**src/rtl/led_pattern_ctrl.sv**
```systemverilog
// led_pattern_ctrl: three debounced push-buttons select the pattern mode,
// the step speed and pause/run for the 8-LED pattern engine. An internal
// step timer advances the selected pattern and drives the LED bank.
module led_pattern_ctrl #(
    parameter int CLK_FREQ        = 25_000_000,
    parameter int DEBOUNCE_CYCLES = CLK_FREQ / 100,
    parameter int STEP_BASE       = CLK_FREQ / 8
) (
    input  logic       clk,
    input  logic       rst_n,
    input  logic       btn_mode,
    input  logic       btn_speed,
    input  logic       btn_pause,
    output logic [7:0] leds,
    output logic [1:0] mode,
    output logic [1:0] speed,
    output logic       paused,
    output logic       step_pulse
);

    localparam int DB_W  = $clog2(DEBOUNCE_CYCLES + 1);
    localparam int CNT_W = $clog2(8 * STEP_BASE + 1);

    localparam logic [DB_W-1:0]  DB_ONE   = DB_W'(1);
    localparam logic [DB_W-1:0]  DB_LAST  = DB_W'(DEBOUNCE_CYCLES - 1);
    localparam logic [CNT_W-1:0] CNT_ONE  = CNT_W'(1);
    localparam logic [CNT_W-1:0] CNT_BASE = CNT_W'(STEP_BASE);

    typedef enum logic [1:0] {
        MODE_ROT_L  = 2'd0,
        MODE_ROT_R  = 2'd1,
        MODE_BOUNCE = 2'd2,
        MODE_FILL   = 2'd3
    } mode_e;

    // ------------------------------------------------------------------
    // Reset: asserted asynchronously, released synchronously so every
    // flop below leaves reset on the same clock edge.
    // ------------------------------------------------------------------
    logic [1:0] rst_sync_q;
    logic       rst_int_n;

    // Two-stage reset release synchroniser
    always_ff @(posedge clk or negedge rst_n) begin
        if (!rst_n) begin
            rst_sync_q <= 2'b00;
        end else begin
            rst_sync_q <= {rst_sync_q[0], 1'b1};
        end
    end

    assign rst_int_n = rst_sync_q[1];

    // ------------------------------------------------------------------
    // Button path: bit 0 = mode, bit 1 = speed, bit 2 = pause
    // ------------------------------------------------------------------
    logic [2:0] btn_raw;
    logic [2:0] press_evt;

    assign btn_raw = {btn_pause, btn_speed, btn_mode};

    genvar gi;
    generate
        for (gi = 0; gi < 3; gi++) begin : g_btn
            logic            sync1_q;
            logic            sync2_q;
            logic            level_q;
            logic            level_d;
            logic            press_q;
            logic            press_d;
            logic [DB_W-1:0] db_cnt_q;
            logic [DB_W-1:0] db_cnt_d;

            // Debounce: accept a new level only after it has been stable
            // for DEBOUNCE_CYCLES cycles; flag a press on an accepted rise
            always_comb begin
                level_d  = level_q;
                press_d  = 1'b0;
                db_cnt_d = '0;
                if (sync2_q != level_q) begin
                    if (db_cnt_q == DB_LAST) begin
                        level_d = sync2_q;
                        press_d = sync2_q;
                    end else begin
                        db_cnt_d = db_cnt_q + DB_ONE;
                    end
                end
            end

            // Synchroniser, debounced level, counter and press pulse
            always_ff @(posedge clk or negedge rst_int_n) begin
                if (!rst_int_n) begin
                    sync1_q  <= 1'b0;
                    sync2_q  <= 1'b0;
                    level_q  <= 1'b0;
                    press_q  <= 1'b0;
                    db_cnt_q <= '0;
                end else begin
                    sync1_q  <= btn_raw[gi];
                    sync2_q  <= sync1_q;
                    level_q  <= level_d;
                    press_q  <= press_d;
                    db_cnt_q <= db_cnt_d;
                end
            end

            assign press_evt[gi] = press_q;
        end
    endgenerate

    logic mode_press;
    logic speed_press;
    logic pause_press;

    assign mode_press  = press_evt[0];
    assign speed_press = press_evt[1];
    assign pause_press = press_evt[2];

    // ------------------------------------------------------------------
    // Pattern engine state
    // ------------------------------------------------------------------
    mode_e            mode_q, mode_d;
    logic [1:0]       speed_q, speed_d;
    logic             paused_q, paused_d;
    logic             step_pulse_q, step_pulse_d;
    logic [7:0]       leds_q, leds_d;
    logic [CNT_W-1:0] cnt_q, cnt_d;
    logic             dir_q, dir_d;        // bounce: 0 = left, 1 = right
    logic             phase_q, phase_d;    // fill: 0 = fill, 1 = drain

    logic [CNT_W-1:0] period_last;
    logic             step;
    logic [7:0]       step_leds;
    logic             step_dir;
    logic             step_phase;

    // Period is STEP_BASE scaled by 8/4/2/1 for speed 0..3
    assign period_last = (CNT_BASE << (2'd3 - speed_q)) - CNT_ONE;
    assign step        = !paused_q && (cnt_q == period_last);

    // Next pattern value for the current mode
    always_comb begin
        step_leds  = leds_q;
        step_dir   = dir_q;
        step_phase = phase_q;
        unique case (mode_q)
            MODE_ROT_L: step_leds = {leds_q[6:0], leds_q[7]};
            MODE_ROT_R: step_leds = {leds_q[0], leds_q[7:1]};
            MODE_BOUNCE: begin
                if (!dir_q) begin
                    if (leds_q == 8'h80) begin
                        step_dir  = 1'b1;
                        step_leds = 8'h40;
                    end else begin
                        step_leds = {leds_q[6:0], 1'b0};
                    end
                end else begin
                    if (leds_q == 8'h01) begin
                        step_dir  = 1'b0;
                        step_leds = 8'h02;
                    end else begin
                        step_leds = {1'b0, leds_q[7:1]};
                    end
                end
            end
            MODE_FILL: begin
                if (!phase_q) begin
                    if (leds_q == 8'hFF) begin
                        step_phase = 1'b1;
                        step_leds  = 8'hFE;
                    end else begin
                        step_leds = {leds_q[6:0], 1'b1};
                    end
                end else begin
                    if (leds_q == 8'h00) begin
                        step_phase = 1'b0;
                        step_leds  = 8'h01;
                    end else begin
                        step_leds = {leds_q[6:0], 1'b0};
                    end
                end
            end
            default: ;
        endcase
    end

    // Next state: step timer, then button actions; a mode press overrides
    // a coincident step, speed/pause presses let it complete
    always_comb begin
        mode_d       = mode_q;
        speed_d      = speed_q;
        paused_d     = paused_q;
        step_pulse_d = 1'b0;
        leds_d       = leds_q;
        cnt_d        = cnt_q;
        dir_d        = dir_q;
        phase_d      = phase_q;

        if (!paused_q) begin
            cnt_d = step ? '0 : cnt_q + CNT_ONE;
        end

        if (step) begin
            leds_d       = step_leds;
            dir_d        = step_dir;
            phase_d      = step_phase;
            step_pulse_d = 1'b1;
        end

        if (speed_press) begin
            speed_d = speed_q + 2'd1;
            cnt_d   = '0;
        end

        if (pause_press) begin
            paused_d = !paused_q;
        end

        if (mode_press) begin
            mode_d       = mode_e'(mode_q + 2'd1);
            cnt_d        = '0;
            step_pulse_d = 1'b0;
            dir_d        = 1'b0;
            phase_d      = 1'b0;
            unique case (mode_d)
                MODE_BOUNCE: leds_d = 8'h01;
                MODE_FILL:   leds_d = 8'h00;
                default:     leds_d = 8'h1F;
            endcase
        end
    end

    // Pattern engine registers
    always_ff @(posedge clk or negedge rst_int_n) begin
        if (!rst_int_n) begin
            mode_q       <= MODE_ROT_L;
            speed_q      <= 2'd0;
            paused_q     <= 1'b0;
            step_pulse_q <= 1'b0;
            leds_q       <= 8'h1F;
            cnt_q        <= '0;
            dir_q        <= 1'b0;
            phase_q      <= 1'b0;
        end else begin
            mode_q       <= mode_d;
            speed_q      <= speed_d;
            paused_q     <= paused_d;
            step_pulse_q <= step_pulse_d;
            leds_q       <= leds_d;
            cnt_q        <= cnt_d;
            dir_q        <= dir_d;
            phase_q      <= phase_d;
        end
    end

    assign leds       = leds_q;
    assign mode       = mode_q;
    assign speed      = speed_q;
    assign paused     = paused_q;
    assign step_pulse = step_pulse_q;

endmodule
```
**config.mk**
```make
export PLATFORM = sky130hd
export DESIGN_NAME = led_pattern_ctrl
export DESIGN_NICKNAME = d
export VERILOG_FILES = /design/src/rtl/led_pattern_ctrl.sv
export SDC_FILE = /design/constraint.sdc
export NUM_CORES = 1
export LEC_CHECK = 0
export CORE_UTILIZATION = 60
export DETAILED_ROUTE_END_ITERATION = 8
export DONT_BUFFER_PORTS = 1
export PLACE_DENSITY = 0.75
export SETUP_SLACK_MARGIN = 0.2
export SLEW_MARGIN = 20
export SYNTH_ARGS = -nofsm -noshare
export SYNTH_HDL_FRONTEND = slang
export SYNTH_SLANG_ARGS = --single-unit
```
**constraint.sdc**
```tcl
create_clock -name clk -period 4.7 [get_ports clk]
set_input_delay 0.47 -clock clk [delete_from_list [all_inputs] [get_ports clk]]
set_output_delay 0.47 -clock clk [all_outputs]
set_load 0.05 [all_outputs]
```
==> results of run 1 <==
worst max path at each step:
| stage | endpoint | from | cells after the start |
|---|---|---|---|
| after floorplan | cnt_q[0]$_DFFE_PN0P_ | rst_sync_q[1]$_DFF_PN0_ | 0 |
| after global placement | cnt_q[24]$_DFFE_PN0P_ | speed[0]$_DFFE_PN0P_ | 10 |
| after detailed placement | cnt_q[24]$_DFFE_PN0P_ | speed[0]$_DFFE_PN0P_ | 10 |
| after CTS | cnt_q[4]$_DFFE_PN0P_ | speed[0]$_DFFE_PN0P_ | 10 |
| after global routing | cnt_q[24]$_DFFE_PN0P_ | speed[0]$_DFFE_PN0P_ | 10 |
| final | cnt_q[24]$_DFFE_PN0P_ | speed[0]$_DFFE_PN0P_ | 10 |
through the flow:
step / setup slack, ps / instances
after detailed placement: 380 / 665
after floorplan: 1450 / 575
final: 802 / 682
after CTS: 369 / 682
after global routing: 469 / 682
after global placement: 579 / 665
flip-flops by register name, summed over array words and instances, names as in the netlist, 2 cells and up:
register,count
g_btn.sync1_q,3
g_btn.db_cnt_q,54
rst_sync_q,2
mode,2
cnt_q,25
g_btn.press_q,3
speed,2
leds,8
g_btn.level_q,3
g_btn.sync2_q,3
cells by family (layout without fill, tap and decap cells):
kind of cell | after synthesis | count (layout) | share of synthesized area
and+or+nand+nor | 273 | 273 | 0.247
AOI/OAI and AO/OA | 72 | 72 | 0.0923
other | 1 | 1 | 0.000670
adders and majority gates | 17 | 17 | 0.0380
buffers and inverters | 35 | 34 | 0.0257
muxes | 5 | 5 | 0.00961
DFF | 109 | 109 | 0.488
xor gates and xnor gates | 63 | 63 | 0.0985
routing by layer:
metal | GRT usage | vias up | part of all wire
met4 | 0.0769 | 0 | 0.015
met3 | 0.0355 | 13 | 0.045
li1 | - | 2018 | -
met5 | 0 | - | 0
met1 | 0.343 | 1991 | 0.46
met2 | 0.392 | 96 | 0.48
worst max-delay path, delay by kind of cell, from the launching register on:
| family | cells | cell delay, ps |
|---|---|---|
| compound gates | 2 | 1060 |
| xor+xnor | 1 | 90 |
| fa+ha+maj | 2 | 400 |
| buf+inv | 2 | 260 |
| flops | 1 | 830 |
| simple gates | 3 | 1120 |
cells in the final DEF, fill, tap and decap left out, types with 3 or more instances in the layout:
master,n
dfrtp_1,103
nor2_1,76
nand2_1,55
nand3_1,50
xor2_1,39
xnor2_1,24
and3_1,21
ha_1,17
o21ai_0,16
inv_1,15
nand4_1,12
o311ai_1,12
nor3_1,10
clkbuf_8,10
nor3b_1,9
and4_1,8
or3_1,5
a21oi_1,5
a22oi_1,5
a211oi_1,5
dfstp_2,5
nand2b_1,4
and3b_1,4
o31ai_1,4
nor4_1,3
o211ai_1,3
or2_2,3
a31oi_1,3
o311ai_0,3
mux2_2,3
clkbuf_1,3
cell type report:
type | instances | area, um^2
Fill cell | 696 | 3010
Sequential cell | 109 | 2740
Multi-Input combinational cell | 431 | 2730
Clock buffer | 13 | 149
Tap cell | 108 | 135
Inverter | 15 | 56.3
Clock inverter | 3 | 46.3
Timing Repair Buffer | 3 | 25.0
repair_timing:
| item | 4_1_cts | 5_1_grt |
|---|---|---|
| setup buffers | 0 | 0 |
| hold buffers | 1 | 0 |
| endpoints found under the hold margin | 2 | 0 |
| setup endpoints to repair | 0 | 20 |
| gates resized for setup | 0 | 1 |
power by group through the flow:
stage                     Combinational (W)  Sequential [W]  Clock (W)
after floorplan                   0.0000150        0.000983          0
after global placement            0.0000262        0.000981          0
after detailed placement          0.0000276        0.000982          0
after CTS                         0.0000285        0.000964   0.000590
after global routing              0.0000324        0.000967   0.000612
final                             0.0000274        0.000963   0.000570
==> flow_summary.ini, run 1 <==
[hold_path]
min_from = btn_speed
worstHoldPathCells = 0
holdPathEnd = g_btn[1].sync1_q$_DFF_PN0_
hp-class = input port to register

[floorplan]
core_um2 = 8890
initial_core_util = 0.630
die-area_um2 = 9720
die_x_um = 98.6
die_y_um = 98.6
io_pins = 19
rows = 34

[flow_run]
max_cap_viol_count = 0

[placement]
gp_congestion = 0.858
post-dp-hpwl_um = 7490
port_buffers = 0
placed_area_um2 = 5670

[synthesis]
async_flop_share = 1.00
yosysMostFrequentCell = dfrtp_1
avgSynthCellArea_um2 = 9.74
ys_warn_count = 0
synth_edf_count = 0
syn_inst = 575
ys_ff_latch = 109
synth_area_leaders = dfrtp_1 (46%), xor2_1 (6.1%), nor2_1 (5.1%)
ys.flop_type = dfrtp_1
synth_cell_types = 56
ys_seq_area_frac = 0.488
synth_top_area_frac = 0.465
yosys.area.top_type = dfrtp_1
syn_area_um2 = 5600
synth.net_count = 597
yosys-top-cells-count = dfrtp_1 (104), nor2_1 (76), nand2_1 (55)

[drt]
num_vias = 4118
avgViaCountPerCell = 6.04
drc = 0
drtAntennaViolNets = 0
routed_wl_um = 10900
wl_per_cell_um = 16.0
first_iter_violations = 262
drtPass1Iterations = 5

[timing]
layout_min_cycle_time_ps = 3900
hold_slack_ps = 122
slew_violations = 0
max_slew_margin = 0.467
tns_ps = 0
max_slew.worst_pin.slew_ps = 798
hold_viol = 0
fmax_mhz = 257
fin_crit_sh = 0.829
clock_skew_ps = 12.7
setup_viol = 0
rsz0062_at_grt = false

[critical_path]
path_class = register to register
worstReg2RegStart = speed[0]$_DFFE_PN0P_
required_ps = 4940
cp_max_fo = 23
crit_path_max_incr_delay_ps = 830
critPathArrivalTime_ps = 4140
rrSetupSlack_ps = 800
end_kind = register
ff2ff_path_depth = 10
slowest_stage = dfrtp_1
timing.rr.end = cnt_q[24]$_DFFE_PN0P_
path_cells = inv_1 -> ha_1 -> inv_1 -> ha_1 -> nor3b_1 -> xnor2_1 -> and3_1 -> a21oi_4 -> nand2_1 -> o311ai_0
startpoint_type = register

[cts]
htreeDepth = 3
clk_path_buf_depth = 2
cts_tree = built
cts_root_buf = clkbuf_8
clkLatencyLatePin_ps = 370
cts_made_buffers = 9
cts_sinks = 109
clk_pin_slew_worst_paths_ps = 100

[power]
total_power_w = 0.00156
combPwrFrac = 0.018
switchingPower_w = 0.000342
p_int_w = 0.00122
power.density_nw_per_um2 = 265
share_seq_of_total_power = 0.617
power.leakage_nw = 2.54
swShare = 0.219
irDropWorstVdd_v = 0.000209
p_clk_frac = 0.365

[final_layout]
layout-drive-gt1-share = 0.0505
fin_area_um2 = 5880
syn2layout_area_growth_pct = 4.98
fin_nets = 591
fin_util = 0.661
antenna_cells = 0

[global_route]
grt_overflow = 0
grt_pass1_wl_um = 19000
grt_start_max_net_pins = 62
grt_pass1_vias = 3931
track_usage = 0.243
antenna_found_initial = 0

[outcome]
outcome = finished, final reports clean
(Power assumes the default switching activity.)
==> run 2: changes to the inputs <==
CORE_UTILIZATION = 57   (was 60)
PLACE_DENSITY = 0.74   (was 0.75)
clock period = 3.5 ns   (was 4.7 ns; I/O delays follow)
==> run 2 against run 1 <==
Effect of this change:
- final cell count increased by 4.7%
- via count increased by 2.4%
- power increased by 39%
- routed wire length increased by 0.35%
==> flow_summary.ini, run 2 (synthesis results as in run 1) <==
[outcome]
outcome = finished, final reports clean

[timing]
max_slew_margin = 0.584
hold_slack_ps = 212
clock_skew_ps = 15.3
tns_ps = 0
fmax_mhz = 332
hold_viol = 0
slew_violations = 0
rsz0062_at_grt = false
layout_min_cycle_time_ps = 3010
setup_viol = 0
fin_crit_sh = 0.861
max_slew.worst_pin.slew_ps = 619

[power]
combPwrFrac = 0.023
share_seq_of_total_power = 0.592
irDropWorstVdd_v = 0.000261
power.density_nw_per_um2 = 360
switchingPower_w = 0.000461
p_int_w = 0.00171
swShare = 0.212
power.leakage_nw = 2.61
p_clk_frac = 0.385

[critical_path]
rrSetupSlack_ps = 490
cpLargestDelayFamily = simple AND/OR/NAND/NOR gates
crit_cells = 11
ff2ff_path_depth = 11
path_cells = inv_1 -> ha_1 -> inv_1 -> ha_1 -> xor2_1 -> nand4_1 -> nor4_4 -> a21oi_4 -> nand2_1 -> buf_4 -> o311ai_0
end_kind = register
crit_path_end = cnt_q[5]$_DFFE_PN0P_
startpoint_type = register
cp_max_fo = 23
timing.rr.end = cnt_q[5]$_DFFE_PN0P_
critPathArrivalTime_ps = 3240
slowest_stage = dfrtp_1
worstReg2RegStart = speed[0]$_DFFE_PN0P_
startpoint = speed[0]$_DFFE_PN0P_
required_ps = 3730
cp_num_buf_inv = 3
path_class = register to register
crit_path_max_incr_delay_ps = 560

[global_route]
grt_pass1_wl_um = 18600
antenna_found_initial = 0
grt_overflow = 0
grt_pass1_vias = 4087
grt_start_max_net_pins = 81
track_usage = 0.232

[final_layout]
register_area_um2 = 2740
fin_nets = 602
fillerInstances = 758
final_cell_mix = dfrtp_1 (103), nor2_1 (76), nand2_1 (55)
syn2layout_area_growth_pct = 7.86
multi_input_area_um2 = 2740
layout-drive-gt1-share = 0.0650
final_common_cell = dfrtp_1
regMostFlops = g_btn.db_cnt_q
fin_util = 0.645
antenna_cells = 0
largest_register_ffs = 54

[drt]
drtAntennaViolNets = 0
num_vias = 4215
drc = 0
avgViaCountPerCell = 5.90
drtPass1Iterations = 4
wl_per_cell_um = 15.4
first_iter_violations = 155
routed_wl_um = 11000

[cts]
cts_root_buf = clkbuf_8
cts_setup_buffers = 0
cts_made_buffers = 9
cts_tree = built
htreeDepth = 3
clk_pin_slew_worst_paths_ps = 100
clkLatencyLatePin_ps = 360
clk_path_buf_depth = 2
cts_sinks = 109

[floorplan]
die_x_um = 101
core_um2 = 9370
die_y_um = 101
io_pins = 19
die-area_um2 = 10200
initial_core_util = 0.598
rows = 35

[flow_run]
max_cap_viol_count = 0

[placement]
gp_congestion = 0.866
port_buffers = 0
post-dp-hpwl_um = 7380

[hold_path]
hp-class = input port to async pin
==> run 2: area by class of cell <==
cell class	instances	area share
Timing Repair Buffer	13	0.0211
Tap cell	129	0.0267
Inverter	15	0.00932
Multi-Input combinational cell	432	0.454
Clock buffer	13	0.0246
Sequential cell	109	0.453
Clock inverter	3	0.0114
==> run 2: power groups by stage <==
stage	sequential [W]	clock, W	combinational, W
6_report	0.00129	0.000838	0.0000491
5_1_grt	0.00129	0.000908	0.0000576
4_1_cts	0.00130	0.000870	0.0000365
3_5_place_dp	0.00132	0	0.0000330
3_3_place_gp	0.00132	0	0.0000315
2_1_floorplan	0.00132	0	0.0000201
==> run 2: metal layers <==
metal	share of wire	track usage	vias up
met2	0.48	0.387	88
li1	-	-	2046
met5	0	0	-
met1	0.46	0.305	2062
met3	0.039	0.0326	19
met4	0.021	0.0970	0
==> run 2: worst min-delay path by stage <==
stage | slack, ps | cells after the start | to
6_report | 210 | 1 | rst_sync_q[1]$_DFF_PN0_
5_1_grt | 200 | 1 | rst_sync_q[1]$_DFF_PN0_
4_1_cts | 190 | 1 | rst_sync_q[1]$_DFF_PN0_
3_5_place_dp | 50 | 0 | rst_sync_q[0]$_DFF_PN0_
3_3_place_gp | 50 | 0 | rst_sync_q[0]$_DFF_PN0_
2_1_floorplan | 50 | 0 | rst_sync_q[0]$_DFF_PN0_
==> run 2: worst reg2reg max path, cell delays in order, from the launching register on <==
cell	delay (ps)
dfrtp_1	560
inv_1	150
ha_1	250
inv_1	60
ha_1	230
xor2_1	150
nand4_1	180
nor4_4	510
a21oi_4	230
nand2_1	120
buf_4	270
o311ai_0	170
==> run 2: repair_timing <==
item                                   in CTS  in global routing
hold buffers                                4                  0
setup endpoints to repair                   2                 32
gates cloned                                0                  1
pin swaps                                   0                  2
gates resized for setup                     1                  1
endpoints found under the hold margin       5                  0
==> run 2: through the flow <==
stage / cells / setup slack [ps] / instance area [um^2] / total power (W)
after CTS: 712 / 304 / 6000 / 0.00221
after detailed placement: 692 / 190 / 5740 / 0.00136
after floorplan: 575 / 247 / 5600 / 0.00134
final: 714 / 488 / 6040 / 0.00218
after global routing: 714 / 221 / 6040 / 0.00226
after global placement: 692 / 279 / 5740 / 0.00135
